### config.mk
export PLATFORM = sky130hd
export DESIGN_NAME = fpalu_norm_stage
export DESIGN_NICKNAME = d
export VERILOG_FILES = /design/src/rtl/fpalu_pkg.sv /design/src/rtl/fpalu_lzc22.sv /design/src/rtl/fpalu_norm_stage.sv
export SDC_FILE = /design/constraint.sdc
export NUM_CORES = 1
export LEC_CHECK = 0
export BUFFER_PORTS_ARGS = -buffer_cell sky130_fd_sc_hd__buf_2
export CAP_MARGIN = 20
export CORE_ASPECT_RATIO = 1.1
export CORE_MARGIN = 4
export CORE_UTILIZATION = 52
export DETAILED_ROUTE_END_ITERATION = 16
export GPL_TIMING_DRIVEN = 0
export PLACE_DENSITY = 0.89
export SETUP_SLACK_MARGIN = 0.3
export SLEW_MARGIN = 15
export SYNTH_ARGS = -nofsm -noshare
export SYNTH_HDL_FRONTEND = slang
export SYNTH_SLANG_ARGS = --single-unit
### constraint.sdc
create_clock -name clk -period 4 [get_ports clk]
set_clock_uncertainty 0.15 [all_clocks]
set_input_delay 0.6 -clock clk [delete_from_list [all_inputs] [get_ports clk]]
set_output_delay 0.6 -clock clk [all_outputs]
set_load 0.03 [all_outputs]
### src/rtl/fpalu_pkg.sv
// Shared constants and state encoding for the FPALU post-normalisation stage.
package fpalu_pkg;

    localparam int EXP_W      = 6;
    localparam int MAN_W      = 22;
    localparam int SHIFT_STEP = 4;

    typedef enum logic [1:0] {
        ST_IDLE  = 2'd0,
        ST_SHIFT = 2'd1,
        ST_OUT   = 2'd2
    } fpnorm_state_e;

endpackage

### src/rtl/fpalu_lzc22.sv
// Combinational leading-zero counter over MAN_W bits.
// Returns MAN_W when the input is all zeros.
module fpalu_lzc22 #(
    parameter int MAN_W = 22,
    parameter int CNT_W = $clog2(MAN_W + 1)
) (
    input  logic [MAN_W-1:0] man,
    output logic [CNT_W-1:0] lzc
);

    logic found_s;

    // Priority scan from the MSB: the first set bit fixes the count.
    always_comb begin
        lzc     = CNT_W'(MAN_W);
        found_s = 1'b0;
        for (int i = MAN_W - 1; i >= 0; i--) begin
            if (!found_s && man[i]) begin
                lzc     = CNT_W'(MAN_W - 1 - i);
                found_s = 1'b1;
            end else begin
                found_s = found_s;
            end
        end
    end

endmodule

### src/rtl/fpalu_norm_stage.sv
// Post-normalisation stage behind the FPALU. Left-shifts leading zeros out of
// the mantissa (at most SHIFT_STEP per cycle), decrementing the exponent, until
// the mantissa is normalised, the exponent reaches zero, or the mantissa is zero.
// Optional macro FPNORM_FLAGS_EN adds registered out_zero / out_denorm flags.
module fpalu_norm_stage
    import fpalu_pkg::*;
#(
    parameter int EXP_W_P      = EXP_W,
    parameter int MAN_W_P      = MAN_W,
    parameter int SHIFT_STEP_P = SHIFT_STEP
) (
    input  logic                         clk,
    input  logic                         rst,
    input  logic                         in_valid,
    output logic                         in_ready,
    input  logic                         in_sgn,
    input  logic [EXP_W_P-1:0]           in_exp,
    input  logic [MAN_W_P-1:0]           in_man_dn,
    output logic                         out_valid,
    input  logic                         out_ready,
    output logic [EXP_W_P+MAN_W_P:0]     out_word
`ifdef FPNORM_FLAGS_EN
    ,
    output logic                         out_zero,
    output logic                         out_denorm
`endif
);

    localparam int CNT_W = $clog2(MAN_W_P + 1);
    localparam int CMP_W = ((EXP_W_P > CNT_W) ? EXP_W_P : CNT_W) + 1;

    fpnorm_state_e            state_r;
    logic                     in_ready_r;
    logic                     out_valid_r;
    logic [EXP_W_P+MAN_W_P:0] out_word_r;
    logic                     sgn_r;
    logic [EXP_W_P-1:0]       exp_r;
    logic [MAN_W_P-1:0]       man_r;
    logic [CNT_W-1:0]         lzc_s;
    logic [CMP_W-1:0]         step_s;
    logic [CMP_W-1:0]         lz_ext_s;
    logic [CMP_W-1:0]         exp_ext_s;
    logic [CMP_W-1:0]         step_lim_s;
    logic                     man_zero_s;
`ifdef FPNORM_FLAGS_EN
    logic                     zero_r;
    logic                     denorm_r;
`endif

    fpalu_lzc22 #(
        .MAN_W (MAN_W_P),
        .CNT_W (CNT_W)
    ) u_lzc (
        .man (man_r),
        .lzc (lzc_s)
    );

    assign lz_ext_s   = CMP_W'(lzc_s);
    assign exp_ext_s  = CMP_W'(exp_r);
    assign step_lim_s = CMP_W'(SHIFT_STEP_P);
    assign man_zero_s = (man_r == {MAN_W_P{1'b0}});

    // Shift amount for this cycle: min(leading zeros, per-cycle limit, exponent).
    always_comb begin
        step_s = lz_ext_s;
        if (step_lim_s < step_s) begin
            step_s = step_lim_s;
        end else begin
            step_s = step_s;
        end
        if (exp_ext_s < step_s) begin
            step_s = exp_ext_s;
        end else begin
            step_s = step_s;
        end
    end

    // Control FSM and datapath; all outputs registered here.
    always_ff @(posedge clk) begin
        if (rst) begin
            state_r     <= ST_IDLE;
            in_ready_r  <= 1'b0;
            out_valid_r <= 1'b0;
            out_word_r  <= {(EXP_W_P + MAN_W_P + 1){1'b0}};
            sgn_r       <= 1'b0;
            exp_r       <= {EXP_W_P{1'b0}};
            man_r       <= {MAN_W_P{1'b0}};
`ifdef FPNORM_FLAGS_EN
            zero_r      <= 1'b0;
            denorm_r    <= 1'b0;
`endif
        end else begin
            case (state_r)
                ST_IDLE: begin
                    if (in_valid && in_ready_r) begin
                        sgn_r      <= in_sgn;
                        exp_r      <= in_exp;
                        man_r      <= in_man_dn;
                        in_ready_r <= 1'b0;
                        state_r    <= ST_SHIFT;
                    end else begin
                        in_ready_r <= 1'b1;
                    end
                end
                ST_SHIFT: begin
                    if (man_zero_s) begin
                        // True zero: exponent forced to 0, sign kept (-0 survives).
                        exp_r       <= {EXP_W_P{1'b0}};
                        out_word_r  <= {sgn_r, {EXP_W_P{1'b0}}, man_r};
                        out_valid_r <= 1'b1;
                        state_r     <= ST_OUT;
`ifdef FPNORM_FLAGS_EN
                        zero_r      <= 1'b1;
                        denorm_r    <= 1'b0;
`endif
                    end else if (man_r[MAN_W_P-1] || (exp_r == {EXP_W_P{1'b0}})) begin
                        out_word_r  <= {sgn_r, exp_r, man_r};
                        out_valid_r <= 1'b1;
                        state_r     <= ST_OUT;
`ifdef FPNORM_FLAGS_EN
                        zero_r      <= 1'b0;
                        denorm_r    <= (exp_r == {EXP_W_P{1'b0}});
`endif
                    end else begin
                        man_r <= man_r << step_s;
                        exp_r <= exp_r - EXP_W_P'(step_s);
                    end
                end
                ST_OUT: begin
                    if (out_ready) begin
                        out_valid_r <= 1'b0;
                        in_ready_r  <= 1'b1;
                        state_r     <= ST_IDLE;
                    end else begin
                        out_valid_r <= 1'b1;
                    end
                end
                default: begin
                    out_valid_r <= 1'b0;
                    in_ready_r  <= 1'b0;
                    state_r     <= ST_IDLE;
                end
            endcase
        end
    end

    assign in_ready  = in_ready_r;
    assign out_valid = out_valid_r;
    assign out_word  = out_word_r;
`ifdef FPNORM_FLAGS_EN
    assign out_zero   = zero_r;
    assign out_denorm = denorm_r;
`endif

endmodule

==> flow_summary.json <==
{
  "status": "finished, final reports clean",
  "reg2reg_slack_ps": 260,
  "cp_max_fo": 10,
  "path_class": "reg -> reg",
  "wl_per_cell_um": 22.0,
  "root_buffer": "clkbuf_8",
  "overflow": 0,
  "drc": 0,
  "dp.final_hpwl_mm": 11.1,
  "port_buffers": 63,
  "rsz0062_at_grt": "yes",
  "cts_buffer_depth": 2,
  "drt-pass1-iter-count": 5,
  "reg2reg_depth": 18,
  "drv_slew": 0,
  "worstPathRequired_ps": 4120,
  "ys_ff_latch": 62,
  "die_w_um": 92.3,
  "place_congestion": 0.961,
  "ir_worst_vdd_mv": 0.477,
  "power_mw": 5.27,
  "syn_avg_cell_area_um2": 8.11,
  "async_flop_share_pct": 0,
  "grt_usage_pct": 32.3,
  "setup_viol": 0,
  "final_cell_area_um2": 5020,
  "hold_path.class": "in -> reg",
  "grt_max_degree": 11,
  "cap_violations": 0,
  "clkSlewWorstSetupHoldPaths_ps": 80,
  "max_slew.worst_pin.slew_ps": 859,
  "viasPerCell": 6.36,
  "cts_sinks": 62,
  "min_period_ps": 3740,
  "syn_inst": 502,
  "relSlewSlack_pct": 42.7,
  "synthFlopType": "dfxtp_1",
  "drive_gt1_share_pct": 25.0,
  "yosysSeqAreaShare_pct": 30.5,
  "placed_area_um2": 4530,
  "yosys.area.top_type_share_pct": 30.5,
  "worstReg2RegEnd": "exp_r[5]",
  "holdCritStartpoint": "in_sgn",
  "grt_pass1_vias": 4327,
  "cts_tree": "yes",
  "postRouteAntennaNets": 0,
  "end_kind": "flop",
  "die_area_um2": 9310,
  "numCtsBuffers": 9,
  "start_kind": "flop",
  "reg2reg_from": "man_r[19]",
  "power.leakage_nw": 2.20,
  "num_rows": 33,
  "num_vias": 4437,
  "nets": 635,
  "yosysMostFrequentCell": "nor2_1",
  "synth_edf_count": 0,
  "fin_tns_setup_ps": 0,
  "syn2layout_area_growth_pct": 23.3,
  "hold_viol": 0,
  "hold_path_depth": 3,
  "fin_crit_sh_pct": 93.6,
  "synth_warnings": 0,
  "ctsHtreeMaxLevel": 3,
  "netlist-cell-type-count": 69,
  "wl_mm": 15.3,
  "p_per_area_nw_per_um2": 1050,
  "n_antenna_cell": 0,
  "core-area_um2": 7560,
  "start_util_pct": 53.8,
  "holdPathEnd": "sgn_r",
  "ioPinCount": 64,
  "fp.dieH_um": 101,
  "grt_pass1_wl_mm": 23.2,
  "arrival_ps": 3860,
  "netlist_top_cells_count": "74 x nor2_1, 62 x dfxtp_1, 41 x mux2i_1",
  "antenna_found_initial": 0,
  "drtIter0Drc": 428,
  "worst_hold_slack_ps": 343,
  "synth_largest_area_cell": "dfxtp_1",
  "synthTopCellsByArea": "dfxtp_1 31%, mux2i_1 10%, nor2_1 6.8%",
  "syn_area_um2": 4070,
  "clkLatencyLatePin_ps": 350,
  "clock.fmax_mhz": 267
}
==> report_power, final <==
part / switching (mW) / internal (mW)
sequential: 0.222 / 0.758
clock: 0.267 / 0.335
combinational: 2.23 / 1.46
==> how the worst max path moves through the flow <==
stage,cells past startpoint,slack (ps),endpoint,from
after floorplan,18,340,exp_r[5],man_r[18]
after global placement,18,-210,exp_r[5],man_r[18]
after detailed placement,18,-290,exp_r[5],man_r[18]
after CTS,18,250,exp_r[5],man_r[21]
after global routing,19,140,exp_r[5],man_r[21]
final,18,260,exp_r[5],man_r[19]
==> cell type report <==
cell class	instances	area (um2)
timing repair buffer	75	405
clock buffer	12	165
tap	105	131
buffer	33	196
sequential	62	1250
fill	685	2540
inverter	18	75.1
clock inverter	3	42.5
multi-input combinational	390	2750
==> through the flow <==
stage               util (%)  instances  worst slack [ps]
floorplan                  -        503               341
global placement        59.9        671              -213
detailed placement      59.9        671              -289
CTS                     64.1        688               254
global route            66.4        698               143
finish                  66.4        698               258
==> worst max-delay path, cell delays in order (launching register included) <==
cell	delay [ps]
dfxtp_2	460
nor2_1	70
nor3_1	180
inv_1	150
ha_4	260
o2111ai_4	220
o21a_1	180
buf_6	150
mux2i_4	290
inv_4	80
buf_6	160
ha_1	280
a21o_1	170
a21oi_2	180
o21bai_1	80
a21oi_1	150
nor3b_2	180
o21ai_0	90
a21oi_1	170
==> per-layer routing <==
metal / global-route usage, % / share of wire, % / wire length, um
met3: 4.56 / 8.6 / 1330
met5: 0 / 0 / 0
met1: 43.0 / 41 / 6330
met4: 14.2 / 2.8 / 437
met2: 52.2 / 47 / 7250
==> registers in the layout (all words and copies together), names as in the netlist <==
| signal | count |
|---|---|
| out_word | 29 |
| state_r | 2 |
| exp_r | 6 |
| out_valid | 1 |
| sgn_r | 1 |
| in_ready | 1 |
| man_r | 22 |
==> cells by family after synthesis <==
family | Yosys count | synth area share, %
AO/OA/AOI/OAI | 139 | 24.5
XOR/XNOR | 3 | 0.646
adder cells (fa/ha/maj) | 13 | 4.18
buffers and inverters | 51 | 5.50
flip-flops | 62 | 30.5
multiplexers | 56 | 14.7
other | 1 | 0.0922
AND/OR/NAND/NOR | 177 | 19.9
==> timing repair <==
action	in CTS	in global routing
gates resized for setup	24	25
hold buffers	0	0
buffers inserted	2	10
endpoints found under the hold margin	0	0
pin swaps	1	11
gates cloned	0	0
setup endpoints to repair	18	10
==> layout by cell type, fill, tap and decap left out, drive strengths merged, types with 4 or more instances in the layout <==
cell type  Yosys  routed
a211oi        12      12
a21o           4       4
a21oi         28      28
a221oi         9       9
a22oi          9       9
a311oi         5       5
a31oi          6       6
and2           4       4
and3           7       7
buf           12      88
clkbuf        21      32
dfxtp         62      62
ha            12      12
inv           17      17
mux2          14      14
mux2i         42      42
nand2         34      34
nand2b         5       5
nand3         14      14
nor2          74      74
nor2b          4       4
nor3          19      19
nor4           8       8
o211ai         6       6
o21ai         25      25
o22ai          8       8
o41ai          4       4
Power figures use the tool's default switching activity.
